`config.mk`:
```
export PLATFORM = sky130hd
export DESIGN_NAME = bram_fifo_ctrl
export DESIGN_NICKNAME = d
export VERILOG_FILES = /design/src/rtl/bram_fifo_ctrl.sv
export SDC_FILE = /design/constraint.sdc
export NUM_CORES = 1
export LEC_CHECK = 0
export CAP_MARGIN = 20
export CORE_UTILIZATION = 32
export CTS_CLUSTER_SIZE = 12
export DETAILED_ROUTE_END_ITERATION = 16
export PLACE_DENSITY = 0.73
export SETUP_SLACK_MARGIN = 0.2
export SLEW_MARGIN = 20
export SYNTH_ARGS = -nofsm -noshare
export SYNTH_HDL_FRONTEND = slang
export SYNTH_SLANG_ARGS = --single-unit
```
`constraint.sdc`:
```
create_clock -name i_clk -period 8.2 [get_ports i_clk]
set_input_delay 0.82 -clock i_clk [delete_from_list [all_inputs] [get_ports i_clk]]
set_output_delay 0.82 -clock i_clk [all_outputs]
set_load 0.005 [all_outputs]
```
`src/rtl/bram_fifo_ctrl.sv`:
```
// bram_fifo_ctrl: valid/ready FIFO controller that owns both ports of one
// simple dual-port bram (registered read, 1-cycle latency) clocked by i_clk.
//
// Ports
//   i_clk, i_rst                 clock, asynchronous active-high reset
//   i_wr_valid/o_wr_ready        upstream handshake, i_wr_data payload
//   o_rd_valid/i_rd_ready        downstream handshake, o_rd_data is the head
//   o_bram_wr_en/waddr/wdata     bram write port
//   o_bram_raddr/i_bram_rdata    bram read port
//   o_count                      occupancy (words in bram plus head), 0..2**ADDR_W
module bram_fifo_ctrl #(
  parameter int unsigned ADDR_W = 8,
  parameter int unsigned DATA_W = 16
) (
  input  logic              i_clk,
  input  logic              i_rst,
  input  logic              i_wr_valid,
  output logic              o_wr_ready,
  input  logic [DATA_W-1:0] i_wr_data,
  output logic              o_rd_valid,
  input  logic              i_rd_ready,
  output logic [DATA_W-1:0] o_rd_data,
  output logic              o_bram_wr_en,
  output logic [ADDR_W-1:0] o_bram_waddr,
  output logic [DATA_W-1:0] o_bram_wdata,
  output logic [ADDR_W-1:0] o_bram_raddr,
  input  logic [DATA_W-1:0] i_bram_rdata,
  output logic [ADDR_W:0]   o_count
);

  localparam int unsigned CNT_W = ADDR_W + 1;
  localparam int unsigned DEPTH = 1 << ADDR_W;

  logic [ADDR_W-1:0] wptr_q, wptr_d;
  logic [ADDR_W-1:0] rptr_q, rptr_d;
  logic [CNT_W-1:0]  mem_cnt_q, mem_cnt_d;
  logic              rd_valid_q, rd_valid_d;

  logic [CNT_W-1:0]  count_c;
  logic              push_c;
  logic              fetch_c;

  // Occupancy and handshakes, derived from registered state only.
  always_comb begin
    count_c = mem_cnt_q + CNT_W'(rd_valid_q);
    push_c  = i_wr_valid & (count_c < CNT_W'(DEPTH));
    fetch_c = (mem_cnt_q != '0) & (~rd_valid_q | i_rd_ready);
  end

  // Next state. Holding raddr on the head slot keeps i_bram_rdata stable
  // while the consumer stalls.
  always_comb begin
    wptr_d     = wptr_q;
    rptr_d     = rptr_q;
    mem_cnt_d  = mem_cnt_q + CNT_W'(push_c) - CNT_W'(fetch_c);
    rd_valid_d = fetch_c | (rd_valid_q & ~i_rd_ready);
    if (push_c)  wptr_d = wptr_q + ADDR_W'(1);
    if (fetch_c) rptr_d = rptr_q + ADDR_W'(1);
  end

  // State registers.
  always_ff @(posedge i_clk or posedge i_rst) begin
    if (i_rst) begin
      wptr_q     <= '0;
      rptr_q     <= '0;
      mem_cnt_q  <= '0;
      rd_valid_q <= 1'b0;
    end else begin
      wptr_q     <= wptr_d;
      rptr_q     <= rptr_d;
      mem_cnt_q  <= mem_cnt_d;
      rd_valid_q <= rd_valid_d;
    end
  end

  assign o_wr_ready   = count_c < CNT_W'(DEPTH);
  assign o_count      = count_c;
  assign o_rd_valid   = rd_valid_q;
  assign o_rd_data    = i_bram_rdata;
  assign o_bram_wr_en = push_c;
  assign o_bram_waddr = wptr_q;
  assign o_bram_wdata = i_wr_data;
  assign o_bram_raddr = fetch_c ? rptr_q : rptr_q - ADDR_W'(1);

endmodule
```
Word level (Yosys, flattened, before mapping):

Cells that the tools add are included.
Widths: inputs -> output; s select.

* bits in registers: 26
* bits of input ports: 36

* $add $sub $neg: 6
* order comparisons: 1
* mux-type cells: 1
* bitwise logic cells: 7
* reductions and logical operators: 1

Operators with widths (count)
* $add 9x1->9: 2
* $add 8x1->8 const B: 2
* $lt 9x9->1 const B: 1
* $reduce_bool 9->1: 1
* $sub 9x1->9: 1
* $mux 8: 1
* $sub 8x1->8 const B: 1
* $and 1x1->1: 3
* $not 1->1: 2
* $or 1x1->1: 2

Longest topological paths before layout:

Gate-level depths: netlist of run 1.

* depth after elaboration: 5
* depth in mapped cells: 15
* gate-level depth less buffers: 15

Least setup slack after synthesis of run 1:

OpenSTA, ideal clock, no wires.

* path type: input-to-reg
* start point: input port i_rd_ready
* end point: register mem_cnt_q[8]
* library setup time: 125 ps
* data arrival time: 2815 ps
* slack: 5260 ps
* stages on the path: 13
* path buffers: 0
* path through: nand2b_1 o31ai_4 inv_2 ha_1 inv_1 ha_1 inv_1 fa_1 inv_1 a21oi_1 o41ai_1 o22ai_1 xnor2_1

* longest elaborated chain between the ends: 3

RTL lines
* start: declaration: line 21 `input logic i_rd_ready,`
* $or 1x1->1: line 47 `fetch_c = (mem_cnt_q != '0) & (~rd_valid_q | i_rd_ready);`
* $and 1x1->1: line 47
* via fetch_c: line 41 `logic fetch_c;`
* $sub 9x1->9: line 55 `mem_cnt_d = mem_cnt_q + CNT_W'(push_c) - CNT_W'(fetch_c);`
* via mem_cnt_d[8]: line 36 `logic [CNT_W-1:0] mem_cnt_q, mem_cnt_d;`
* end signal: assignment: line 71 `mem_cnt_q <= mem_cnt_d;`
* end: declaration: line 36

The timed path passes the listed nets, and every way through them passes these cells.
A chain may end at the register's enable or synchronous reset.

Worst setup path after layout of run 1:

* start point: input port i_rd_ready
* end point: output port o_bram_raddr[6]

* longest elaborated chain between the ends: 3

RTL lines
* $or 1x1->1: line 47
* $and 1x1->1: line 47
* via fetch_c: line 41
* $mux 8: line 83 `assign o_bram_raddr = fetch_c ? rptr_q : rptr_q - ADDR_W'(1);`
* end: declaration: line 26 `output logic [ADDR_W-1:0] o_bram_raddr,`

The timed path passes the listed nets, and every way through them passes these cells.

==> qor.txt, run 1 <==
Outcome: finished clean
Pre-antenna DRT Iters: 4
Post-cts repair resize count: 0
Post-synthesis register bit count: 26
First-pass GRT wire length: 5547 um
Std cell rows: 28
Cell-internal power: 0.0005869 W
Post-DP HPWL: 2571 um
Synth warnings: 0
Post-synth EDFFs: 0
Final wirelength: 3271 um
Most used DFF post-synth: dfrtp_1
RSZ-0062 raised after global routing: no
Worst hold-check path type: reg -> reg
Initial drt markers: 37
Critical Path RT: 7380 ps
Power density cells: 428.3 nW/um^2
Crit Path Category: in -> out
Top cells by area, synth: dfrtp_1, ha_1, xnor2_1, buf_4, inv_1
CP Capture Type: output pin
Sequential fraction of the synthesis area: 31.90%
Post-synth top area cell: dfrtp_1
CTS Buf Count: 3
Leakage: 1.014 nW
Max-slew headroom: 37.15%
Antenna fix cells: 0
Setup TNS: 0 ps
H-tree depth: 1
Area Growth Syn to Fin: 11.35%
Clk slew on worst S/H paths: 90 ps
DR DRC count: 0
WL/cell: 11.52 um
Fin. max-slew vios: 0
Worst-Margin Slew: 937.0 ps
Mapped Cells: 207
Netlist cell types: 38
Asr flop ratio synth: 100.0%
Share of Yosys cell area claimed by the top area cell type: 31.90%
Clk_lat worst skew: 270 ps
Sink Count: 26
Critical Path Fanout Max: 8
Mapped cell area: 2039 um^2
Cell with the most instances after synthesis: buf_4
IO Count: 96
Layout net count: 270
Layout cell share with drive strength beyond 1: 7.177%
Largest net degree at the start of global routing: 27
GRT overflow: 0
Final Hold Viols: 0
DR vias/cell: 4.405
Die area: 6696 um^2
Combinational fraction of design power: 60.7%
VDD IR max: 0.1559 mV
Clock Skews: 2.242 ps
Final Setup Violations: 0
Die W: 81.83 um
CTS tree: yes
PnR Total Power: 0.0009727 W
Final period utilization: 42.37%
Initial antenna violation count: 0
IO buf count: 31
CP arrival: 2650 ps
Die height: 81.83 um
Max Freq: 287.8 MHz
Clk buf depth: 2
Vias in the first global route: 1234
Clk root buf: clkbuf_8
Post-Syn Nets: 267
Post-layout min period: 3474 ps
Clock Power Share: 11.0%
Hold buffers post-CTS: 0
Core area: 6026 um^2
GPL Wtd Cong: 0.8210
GR Util All Layers: 10.77%
Startpoint Class: primary input
Hold slack: 475.0 ps
Sw Ratio: 39.66%
Routed Antenna Nets: 0
Net Switching: 0.0003858 W
Synth cell count leaders: buf_4, xnor2_1, dfrtp_1
Starting Density: 33.85%
Sequential Power Share: 28.3%
Setup bufs post-CTS: 0
Vias: 1251
Syn_area_per_cell: 9.852 um^2
Fillers: 584
Max-cap violation count: 0
==> sequential cells by signal (all words and copies together), names as in the netlist <==
register	count
o_bram_waddr	8
mem_cnt_q	9
rptr_q	8
o_rd_valid	1
==> power by group through the flow <==
| stage | registers (W) | clock network, W | logic (W) |
|---|---|---|---|
| after floorplan | 0.000254 | 0 | 0.000410 |
| final | 0.000275 | 0.000107 | 0.000591 |
| after detailed placement | 0.000278 | 0 | 0.000595 |
| after CTS | 0.000275 | 0.000110 | 0.000599 |
| after global placement | 0.000276 | 0 | 0.000590 |
| after global routing | 0.000286 | 0.000116 | 0.000667 |
==> path summary, 6_finish.rpt <==
check                                 from         endpoint  slack (ps)  depth (start not counted)
setup / recovery                i_rd_ready  o_bram_raddr[6]        4730                          8
hold / removal             o_bram_waddr[7]  o_bram_waddr[7]         480                          1
setup reg to reg              mem_cnt_q[4]     mem_cnt_q[8]        4940                         15
hold reg to reg            o_bram_waddr[7]  o_bram_waddr[7]         480                          1
max in group asynchronous            i_rst  o_bram_waddr[5]        6830                          2
min in group asynchronous            i_rst  o_bram_waddr[7]         940                          2
==> metrics by stage <==
| step | worst slack [ps] | cell area, um^2 | utilization [%] | cells |
|---|---|---|---|---|
| after detailed placement | 4634 | 2200 | 36.50 | 280 |
| after global placement | 4723 | 2200 | 36.50 | 280 |
| after CTS | 4709 | 2271 | 37.69 | 284 |
| after floorplan | 5260 | 2039 | - | 207 |
| final | 4726 | 2271 | 37.69 | 284 |
| after global routing | 4577 | 2271 | 37.69 | 284 |
==> area by class of cell <==
cell class                      instances  area [um^2]  area share, %
Clock inverter                          1        30.03          1.322
Timing Repair Buffer                   31        310.3          13.66
Tap cell                               75        93.84          4.132
Multi-Input combinational cell        125         1059          46.61
Clock buffer                            3        41.29          1.818
Inverter                               23        86.33          3.802
Sequential cell                        26        650.6          28.65
==> layout by cell type (no fill, tap or decap), types with 2 or more instances in the layout <==
cell | netlist | final
a21oi_1 | 3 | 3
clkbuf_8 | 0 | 3
clkdlybuf4s50_1 | 0 | 31
dfrtp_1 | 26 | 26
ha_1 | 23 | 23
inv_1 | 22 | 21
nand2_1 | 13 | 13
nand2b_1 | 2 | 2
nand3_1 | 4 | 4
nand4_1 | 8 | 8
nor2_1 | 12 | 12
nor3_1 | 2 | 2
xnor2_1 | 29 | 29
xor2_1 | 6 | 6
==> metal layers <==
| layer | GRT usage, % | wire length, um |
|---|---|---|
| met5 | 0 | 0 |
| met4 | 4.737 | 41 |
| met3 | 2.333 | 155 |
| met2 | 17.19 | 1538 |
| met1 | 13.89 | 1536 |
==> critical path, stage by stage <==
cell and delay [ps]:
clkdlybuf4s50_1 390, nand2b_1 200, o31ai_4 120, inv_2 150, nor2_4 160, nand4_1 140
xnor2_1 160, clkdlybuf4s50_1 520
==> cell families (layout without fill, tap and decap cells) <==
logic type | Yosys count | after routing | share of synthesized area [%]
buf+inv | 56 | 58 | 16.20
mux | 2 | 2 | 1.656
fa+ha+maj | 24 | 24 | 15.09
compound gates | 12 | 12 | 5.767
flops | 26 | 26 | 31.90
xor+xnor | 35 | 35 | 15.03
simple gates | 52 | 52 | 14.36
No activity file was read; power rests on OpenSTA's default activity.
==> run 2, diff against run 1 <==
- PLACE_DENSITY: 0.73 -> 0.76
- clock period: 8.2 -> 3.15 ns (I/O delays scaled with it)
==> run 2 against run 1 <==
  * Setup slack worse by 4400 ps
  * Via count is 8.3% higher
  * Count of clock-buffer cells in the layout stayed put
  * Final cell count is 6.0% higher
  * Global-route usage is 1.5 points higher
  * Design area is 10% higher
  * Die area stayed put
  * Sequential power is 140% higher
  * Worst hold slack worse by 240 ps
  * Combinational power grew to 3.3 times the previous value
  * Clock skew hardly changed
  * Highest routed layer unchanged
  * Largest cell class unchanged
==> qor.txt, run 2 (synthesized netlist as in run 1, its figures left out) <==
WL/cell: 12.91 um
Worst path cell trace: ha_1 -> ha_1 -> nand4_4 -> mux2i_4 -> ha_2 -> inv_1 -> fa_2 -> inv_2 -> a21oi_2 -> o41ai_4 -> o22ai_2 -> xnor2_1
Max-cap violation count: 0
Reg-to-reg slack, setup: 310 ps
GR Util All Layers: 12.23%
Placed Cells: 287
Fillers: 551
Final wirelength: 3886 um
Die W: 81.83 um
Sink Count: 26
IO buf count: 31
DR DRC count: 0
Commonest non-fill, non-tap cell in the layout: xnor2_1
Largest net degree at the start of global routing: 27
Pre-antenna DRT Iters: 4
Highest Signal Layer: met4
CP Capture Type: flop
Hold slack: 235.6 ps
Biggest register: mem_cnt_q
Critical Path Fanout Max: 4
Area Growth Syn to Fin: 22.76%
Layout net count: 287
Most frequent cells in the layout: xnor2_1, clkdlybuf4s50_1, dfrtp_1
Clk_lat worst skew: 270 ps
Most Frequent Cell on Critical Path: ha_1
CP arrival: 3030 ps
Final Setup Violations: 0
Place WS: -21.91 ps
Worst-Margin Slew: 362.2 ps
Critical Path RT: 3340 ps
Max FFs per register: 9
VDD IR max: 0.4630 mV
Crit Path Category: reg -> reg
Clock Skews: 1.765 ps
Leakage: 1.154 nW
H-tree depth: 1
Max Freq: 352.5 MHz
Worst hold-check path type: in -> async
Slowest-stage cell, CP: dfrtp_1
Crit path largest cell delay: 420 ps
First-pass GRT wire length: 6361 um
RSZ-0062 raised after global routing: yes
Fin worst setup slack: 312.9 ps
CTS Buf Count: 3
Reg2Reg Launch Point: o_rd_valid
Initial antenna violation count: 0
PnR Total Power: 0.002911 W
Final Hold Viols: 0
Starting Density: 33.85%
Routed Antenna Nets: 0
Power density cells: 1163 nW/um^2
Initial drt markers: 60
Std cell rows: 28
Die area: 6696 um^2
Vias: 1355
DR WL met2: 1969 um
Hold buffers post-CTS: 0
M1 WL: 1737 um
Layout cell share with drive strength beyond 1: 20.80%
Clk slew on worst S/H paths: 100 ps
Outcome: finished clean
Core area: 6026 um^2
Worst Reg-to-Reg Cells: 12
Met3 wire length: 145 um
Max-slew headroom: 75.85%
Die height: 81.83 um
Antenna fix cells: 0
Clk buf depth: 2
IO Count: 96
GPL Wtd Cong: 0.7900
Fin. max-slew vios: 0
Clk root buf: clkbuf_8
Startpoint Class: flop
R2r endpoint: mem_cnt_q[8]
DR vias/cell: 4.502
Vias in the first global route: 1390
Post-Layout Cell Count: 301
GRT overflow: 0
Final period utilization: 90.07%
Post-DP HPWL: 2823 um
Post-layout min period: 2837 ps
CTS tree: yes
run 2: final cells by class:
| cell class | instances | area (um^2) | area share (%) |
|---|---|---|---|
| repair buffers | 48 | 462.9 | 18.49 |
| clock inverters | 1 | 30.03 | 1.199 |
| clock buffers | 3 | 41.29 | 1.649 |
| inverters | 23 | 86.33 | 3.448 |
| flip-flops and latches | 26 | 650.6 | 25.99 |
| multi-input cells | 125 | 1139 | 45.48 |
| well taps | 75 | 93.84 | 3.748 |
run 2: through the flow:
stage	utilization [%]	TNS, ps	area (um^2)
2_1_floorplan	-	0	2039
3_3_place_gp	37.38	0	2252
3_5_place_dp	37.38	-21.91	2252
4_1_cts	40.72	0	2454
5_1_grt	41.55	0	2504
6_report	41.55	0	2504
run 2: per-layer routing:
layer | vias to the layer above | track usage (%)
li1 | 676 | -
met4 | 0 | 3.333
met2 | 23 | 22.15
met5 | - | 0
met1 | 652 | 15.26
met3 | 4 | 1.222
run 2: worst max-delay path by stage:
stage               slack, ps           end  depth (start not counted)          from
finish                    310  mem_cnt_q[8]                         12    o_rd_valid
global route              150  mem_cnt_q[8]                         12    o_rd_valid
CTS                       200  mem_cnt_q[8]                         15  mem_cnt_q[7]
detailed placement        -20  mem_cnt_q[8]                         15  mem_cnt_q[7]
global placement          170  mem_cnt_q[8]                         15  mem_cnt_q[7]
floorplan                 230  mem_cnt_q[8]                         15  mem_cnt_q[6]
run 2: where the power goes:
part	switching [W]	leakage (nW)	internal [W]
clock	0.000110	0.0357	0.000170
combinational	0.000888	0.807	0.00107
sequential	0.000181	0.311	0.000490
run 2: what timing repair did:
| action | 4_1_cts | 5_1_grt |
|---|---|---|
| gates resized for setup | 18 | 5 |
| endpoints found under the setup margin | 2 | 8 |
| setup buffers | 9 | 0 |
| pin swaps | 8 | 4 |
run 2: critical path, delay by kind of cell (launching register included):
family / cells / cell delay, ps
adder cells (fa/ha/maj): 4 / 1120
AO/OA/AOI/OAI: 3 / 510
buffers and inverters: 2 / 120
flip-flops: 1 / 420
XOR/XNOR: 1 / 180
AND/OR/NAND/NOR: 1 / 150
multiplexers: 1 / 260
==> run 3, diff against run 2 <==
- CTS_BUF_LIST: default -> sky130_fd_sc_hd__clkbuf_4 sky130_fd_sc_hd__clkbuf_8 sky130_fd_sc_hd__clkbuf_16
==> results of run 3 <==
Same layout as run 2: the final DEF is identical, and so are final timing and power.
